===== config.mk =====
export PLATFORM = sky130hd
export DESIGN_NAME = uart_row_writer
export DESIGN_NICKNAME = d
export VERILOG_FILES = /design/src/rtl/uart_row_writer.sv
export SDC_FILE = /design/constraint.sdc
export NUM_CORES = 2
export LEC_CHECK = 0
export ABC_AREA = 0
export BUFFER_PORTS_ARGS = -buffer_cell sky130_fd_sc_hd__buf_2
export CORE_AREA = 3 3 770 772
export DETAILED_ROUTE_END_ITERATION = 8
export DIE_AREA = 0 0 773 775
export PLACE_DENSITY_LB_ADDON = 0.2
export SYNTH_ARGS = -nofsm -noshare
export SYNTH_HDL_FRONTEND = slang
export SYNTH_SLANG_ARGS = --single-unit

===== constraint.sdc =====
create_clock -name clk -period 101.2 [get_ports clk]
set_clock_uncertainty 0.1 [all_clocks]
set_input_delay 20.24 -clock clk [delete_from_list [all_inputs] [get_ports clk]]
set_output_delay 20.24 -clock clk [all_outputs]
set_load 0.01 [all_outputs]

===== src/rtl/uart_row_writer.sv =====
// uart_row_writer: latches one received pixel row on the rising edge of the
// receiver's done and streams it, one pixel per beat, into the frame-buffer
// write port under valid/ready flow control.
module uart_row_writer #(
  parameter int Wight  = 640,
  parameter int Height = 480,
  parameter int PIX_W  = 3,
  parameter int ADDR_W = 19
) (
  input  logic                     clk,
  input  logic                     rst,
  input  logic [8:0]               row_in,
  input  logic [PIX_W*Wight-1:0]   data_in,
  input  logic                     done_in,
  output logic                     fb_we,
  input  logic                     fb_ready,
  output logic [ADDR_W-1:0]        fb_addr,
  output logic [PIX_W-1:0]         fb_wdata,
  output logic                     busy,
  output logic                     row_written,
  output logic                     frame_done,
  output logic                     row_err,
  output logic                     overflow
);

  localparam int                XW       = $clog2(Wight);
  localparam logic [XW-1:0]     X_LAST   = XW'(Wight - 1);
  localparam logic [8:0]        ROW_LAST = 9'(Height - 1);
  localparam logic [ADDR_W-1:0] WIGHT_A  = ADDR_W'(Wight);

  typedef enum logic [1:0] {IDLE, BASE, WRITE, DONE} state_t;

  state_t                   state;
  logic                     done_d;
  logic                     start;
  logic [8:0]               row_p0;
  logic [PIX_W*Wight-1:0]   shadow_p0;
  logic [ADDR_W-1:0]        base_p1;
  logic [XW-1:0]            x;
  logic [XW-1:0]            x_next;

  // Only a rising edge of done starts a row; a held-high done is ignored.
  assign start  = done_in && !done_d;
  assign x_next = x + XW'(1);

  function automatic logic [PIX_W-1:0] pix_at(input logic [PIX_W*Wight-1:0] row,
                                              input logic [XW-1:0]          idx);
    return row[PIX_W*idx +: PIX_W];
  endfunction

  // Row capture (stage 0) and base address (stage 1); data only, no reset.
  always_ff @(posedge clk) begin
    if (state == IDLE && start && row_in <= ROW_LAST) begin
      row_p0    <= row_in;
      shadow_p0 <= data_in;
    end
    if (state == BASE) begin
      base_p1 <= ADDR_W'(row_p0) * WIGHT_A;
    end
  end

  // Control FSM with registered beat outputs and status pulses.
  always_ff @(posedge clk) begin
    if (rst) begin
      state       <= IDLE;
      done_d      <= 1'b0;
      fb_we       <= 1'b0;
      fb_addr     <= '0;
      fb_wdata    <= '0;
      x           <= '0;
      busy        <= 1'b0;
      row_written <= 1'b0;
      frame_done  <= 1'b0;
      row_err     <= 1'b0;
      overflow    <= 1'b0;
    end else begin
      done_d      <= done_in;
      row_written <= 1'b0;
      frame_done  <= 1'b0;
      row_err     <= 1'b0;
      overflow    <= 1'b0;
      // A new row arriving while one is in flight is dropped, not queued.
      if (start && state != IDLE) begin
        overflow <= 1'b1;
      end
      case (state)
        IDLE: begin
          if (start) begin
            if (row_in > ROW_LAST) begin
              row_err <= 1'b1;
            end else begin
              state <= BASE;
              busy  <= 1'b1;
            end
          end
        end
        BASE: begin
          state    <= WRITE;
          x        <= '0;
          fb_we    <= 1'b1;
          fb_addr  <= ADDR_W'(row_p0) * WIGHT_A;
          fb_wdata <= pix_at(shadow_p0, '0);
        end
        WRITE: begin
          // Without fb_ready everything holds, so no beat is lost or repeated.
          if (fb_ready) begin
            if (x == X_LAST) begin
              state       <= DONE;
              fb_we       <= 1'b0;
              row_written <= 1'b1;
              frame_done  <= (row_p0 == ROW_LAST);
            end else begin
              x        <= x_next;
              fb_addr  <= base_p1 + ADDR_W'(x_next);
              fb_wdata <= pix_at(shadow_p0, x_next);
            end
          end
        end
        DONE: begin
          state <= IDLE;
          busy  <= 1'b0;
        end
        default: begin
          state <= IDLE;
          busy  <= 1'b0;
          fb_we <= 1'b0;
        end
      endcase
    end
  end

endmodule


Word-level counts from Yosys, hierarchy flattened
Index checks and enable logic that the tools add are counted.
Operators by class
  add/sub/neg operators: 2
  $mul: 2
  magnitude comparators: 2
  equality and inequality tests: 10
  shift-type cells: 1
  mux-type cells: 23
  bitwise operators: 5
  reduce and logical (&&, ||, !) cells: 16
Operator list (count)
  1920-bit by 13-bit variable part select with 3-bit output: 1
  19-bit two-way mux: 2
  19-bit case mux with 2 select lines: 1
  10-bit two-way mux: 2
  10-bit case mux with 2 select lines: 1
  19-bit by 10-bit adder with 19-bit output: 1
  2-bit by 10-bit multiplier with 12-bit output (first input constant): 1
  9-bit by 3-bit multiplier with 12-bit output (second input constant): 1
  10-bit by 1-bit adder with 10-bit output (second input constant): 1
  10-bit == test (second input constant): 1
  2-bit != test (second input constant): 5
  9-bit == test (second input constant): 1
  9-bit > comparator (second input constant): 1
  9-bit <= comparator (second input constant): 1
  3-bit AND reduction: 3
  2-bit two-way mux: 4
  2-bit case mux with 4 select lines: 1
  1-bit two-way mux: 7
  3-bit two-way mux: 2
  3-bit case mux with 2 select lines: 1
  2-bit nonzero test: 3
  3-bit OR reduction: 2
  1-bit NOT: 5
  2-bit == test (second input constant): 2
  other kinds (7): 11
Storage, ports and cells
  register bits after elaboration: 1982
  input port bits: 1933
  output and inout port bits: 28
  word-level logic and storage cells: 75

Logic depth before layout (Yosys ltp)
  word-level depth: 6
  gate-level depth with buffers: 17
  mapped depth without buffers: 16

Worst setup path after synthesis
Ideal clock, no wire load.
  kind: input-to-reg
  start point: in row_in[5]
  end point: reg busy
  arrival time: 107.372 ns
  data required time: 100.889 ns
  slack: -6.483 ns
  stages on the path: 5
  buffers on the path: 0
  cell sequence: nand4_1 > nand3b_1 > nor2_1 > a22oi_1 > nor2_1
Between the ends
  word-level cells in the longest chain between the ends: 3
RTL lines
  from (decl): RTL line 12  | input logic [8:0] row_in,
  9-bit > comparator: RTL line 89  | if (row_in > ROW_LAST) begin
  2-bit != test (no line)
  3-bit AND reduction (no line)
  to (signal assigned): RTL line 93  | busy <= 1'b1;
  to (signal assigned): RTL line 121  | busy <= 1'b0;
  to (signal assigned): RTL line 125  | busy <= 1'b0;
  to (decl): RTL line 19  | output logic busy,
No other way between the ends.
A chain may end at the register's enable or synchronous reset.

Final worst setup path
  start point: in row_in[5]
  end point: reg shadow_p0[1355] (enable)
Between the ends
  word-level cells in the longest chain between the ends: 2
RTL lines
  9-bit <= comparator: RTL line 53  | if (state == IDLE && start && row_in <= ROW_LAST) begin
  1-bit logical AND: RTL line 53
  to (signal assigned): RTL line 55  | shadow_p0 <= data_in;
  to (decl): RTL line 37  | logic [PIX_W*Wight-1:0] shadow_p0;
No other way between the ends.

==> qor.yml <==
synth:
  synth_edf_count: 1941
  ys_seq_area_share_pct: 76.9
  ys_async_sr_fraction_pct: 0
  synth-seq-cells: 1975
  synth.distinct_cells: 72
  synth_common_cells: "1941 x edfxtp_1, 433 x mux4_2, 363 x nand2_1"
  synth_top_area_share_pct: 76.1
  syn-num-nets: 5651
  yosysMostFrequentCell: "edfxtp_1"
  avgSynthCellArea_um2: 20.7
  yosys.area.top_type: "edfxtp_1"
  ys_warn_count: 0
  synthTopCellsByArea: "edfxtp_1 76%, mux4_2 13%, mux2i_1 1.8%"
  syn-cell-area_um2: 76600
  synth_cells: 3694
  synthFlopType: "edfxtp_1"
global_route:
  grt_usage_pct: 12.7
  grt_pass1_vias: 51000
  grt_pass1_wl_um: 507000
  antenna_found_initial: 555
  grt_max_degree: 166
  gr-total-overflow: 0
placement:
  port_buffers: 1960
  routabilityCongestion: 0.791
  hpwl_um: 317000
power_and_ir_drop:
  p_leak_nw: 35.0
  p_seq_share_pct: 48.4
  p_clk_share_pct: 34.8
  sw_frac_of_total_pct: 27.9
  vdd_drop_max_mv: 0.0149
  intPower_w: 0.00172
  switchingPower_w: 0.000666
  comb_power_share_pct: 16.8
  p_per_area_nw_per_um2: 22.9
flow_run:
  maxCapViolCount: 0
floorplanning:
  num_io_pins: 1961
  die_w_um: 773
  rows: 281
  core_region_area_um2: 586000
  start_util_pct: 13.1
  die_h_um: 775
  dieArea_um2: 599000
sta:
  setup_viol: 0
  clock.fmax_mhz: 38.5
  worstMarginPinSlew_ps: 1120
  slew_violations: 0
  maxSlewHeadroom_pct: 25.1
  report.final.hold_viol_count: 0
  fin_crit_ps: 25960
  finalSetupTns_ps: 0
  rsz0062_at_grt: "no"
  post-route-period-util_pct: 25.6
layout:
  synthToLayoutAreaGrowth_pct: 36.1
  final_util_pct: 17.8
  fill_cells: 63800
  nNetsFinal: 7789
  drive_gt1_share_pct: 48.4
clock_network:
  cts_made_buffers: 244
  clk_latency_ps: 920
  postCtsHoldBufs: 0
  cts_max_path_buffers: 4
  h-tree-depth: 4
  clk_pin_slew_worst_paths_ps: 50
  cts_resized: 0
  postCtsSetupBuffers: 0
  root_buffer: "clkbuf_16"
  clock_sinks: 1975
  cts_tree: "built"
setup_path:
  regToRegEndpoint: "fb_wdata[1]"
  cpPeakStageDelay_ps: 910
  crit_required_ps: 101590
  reg2reg_from: "fb_addr[0]"
  reg2reg_depth: 16
  path_buf_inv: 7
  worstPathMaxFanout: 165
  rrSetupSlack_ps: 94070
  cp-end-kind: "flip-flop"
  cp_slowest_cell: "buf_4"
  arrival_ps: 26350
  path_delay_family: "buffers and inverters"
  crit_path_start_kind: "input pin"
  crit_chain: "buf_2 -> nand4_1 -> nand3b_1 -> nor2_4 -> buf_4 -> buf_12 -> buf_12 -> buf_4 -> buf_12 -> buf_4"
  worstSetupPathType: "in2reg"
routing:
  wl_per_cell_um: 28.4
  drc: 0
  wl_um: 397000
  drtPass1Iterations: 5
  drt_iter0_markers: 3416
  ant_nets: 0
  viasPerCell: 3.39
  vias: 47400
hold_path:
  holdCritStartpoint: "fb_addr[13]"
  hold_path_class: "reg2reg"
  hold_end: "fb_addr[13]"
  hold_depth: 2
status:
  run_status: "finished, final reports clean"
## flip-flops by register name, indices dropped and copies added, names as in the netlist
register / count
shadow_p0: 1920
fb_addr: 19
base_p1: 12
row_p0: 9
fb_wdata: 3
x: 3
state: 2
busy: 1
done_d: 1
fb_we: 1
frame_done: 1
overflow: 1
row_err: 1
row_written: 1
## per-layer routing
metal / wire length [um] / part of all wire (%) / global-route usage [%]
met3: 34900 / 8.8 / 4.77
met4: 12000 / 3.0 / 3.08
met1: 144000 / 36 / 13.8
met5: 2030 / 0.51 / 0
met2: 204000 / 51 / 23.2
## tightest hold or removal path, cell delays in order, from the launching register on
cell and delay (ps):
dfxtp_1 300, nand2_1 50, a21oi_1 50
## power groups by stage
stage	Sequential (W)	Combinational (W)	Clock (W)
3_5_place_dp	0.00117	0.000422	0
3_3_place_gp	0.00117	0.000417	0
6_report	0.00115	0.000402	0.000830
4_1_cts	0.00116	0.000423	0.000865
5_1_grt	0.00117	0.000439	0.000896
2_1_floorplan	0.00147	0.000224	0
## placed cells by master, fill, tap and decap left out, types with 39 or more instances in the layout
cell       instances
buf_4            129
clkinv_1          63
diode_2          172
nand4_1           40
mux4_2           433
mux2i_1          133
nand3_1          130
clkbuf_1          60
a22oi_1           41
buf_2           1960
clkbuf_16        246
edfxtp_1        1941
clkinv_2          39
nand2_1          360
## worst max path at each step
stage,startpoint,endpoint,slack (ps),cells after the start
finish,row_in[5],shadow_p0[1355],75240,10
global route,row_in[8],shadow_p0[1041],74900,10
CTS,row_in[8],shadow_p0[1355],75440,10
detailed placement,row_in[8],shadow_p0[1356],74370,10
global placement,row_in[5],shadow_p0[1344],74550,10
floorplan,row_in[5],busy,27560,5
## layout make-up
cell class	instances	area [um^2]	share of cell area (%)
Clock buffer	306	6380	6.12
Timing Repair Buffer	2101	11000	10.6
Sequential cell	1975	59000	56.6
Tap cell	7782	9740	9.34
Multi-Input combinational cell	1499	16700	16.0
Inverter	11	41.3	0.0396
Antenna cell	172	430	0.413
Clock inverter	137	1050	1.00
## per-stage QoR
stage	std cells	setup WS [ps]	hold slack [ps]	instance area (um^2)	total power, W
floorplan	3694	27560	368	76600	0.00170
global placement	13400	74550	372	96400	0.00159
detailed placement	13400	74370	358	96400	0.00160
CTS	13800	75440	365	104000	0.00245
global route	13900	74900	390	104000	0.00250
finish	14000	75240	360	104000	0.00239
## kinds of logic after synthesis
| family | Yosys count | share of synthesized area [%] |
|---|---|---|
| xor gates and xnor gates | 24 | 0.343 |
| buffers and inverters | 220 | 1.72 |
| DFF | 1975 | 76.9 |
| adders and majority gates | 24 | 0.411 |
| AOI/OAI and AO/OA | 237 | 2.26 |
| and+or+nand+nor | 641 | 3.77 |
| muxes | 573 | 14.6 |
(Power assumes the default switching activity.)
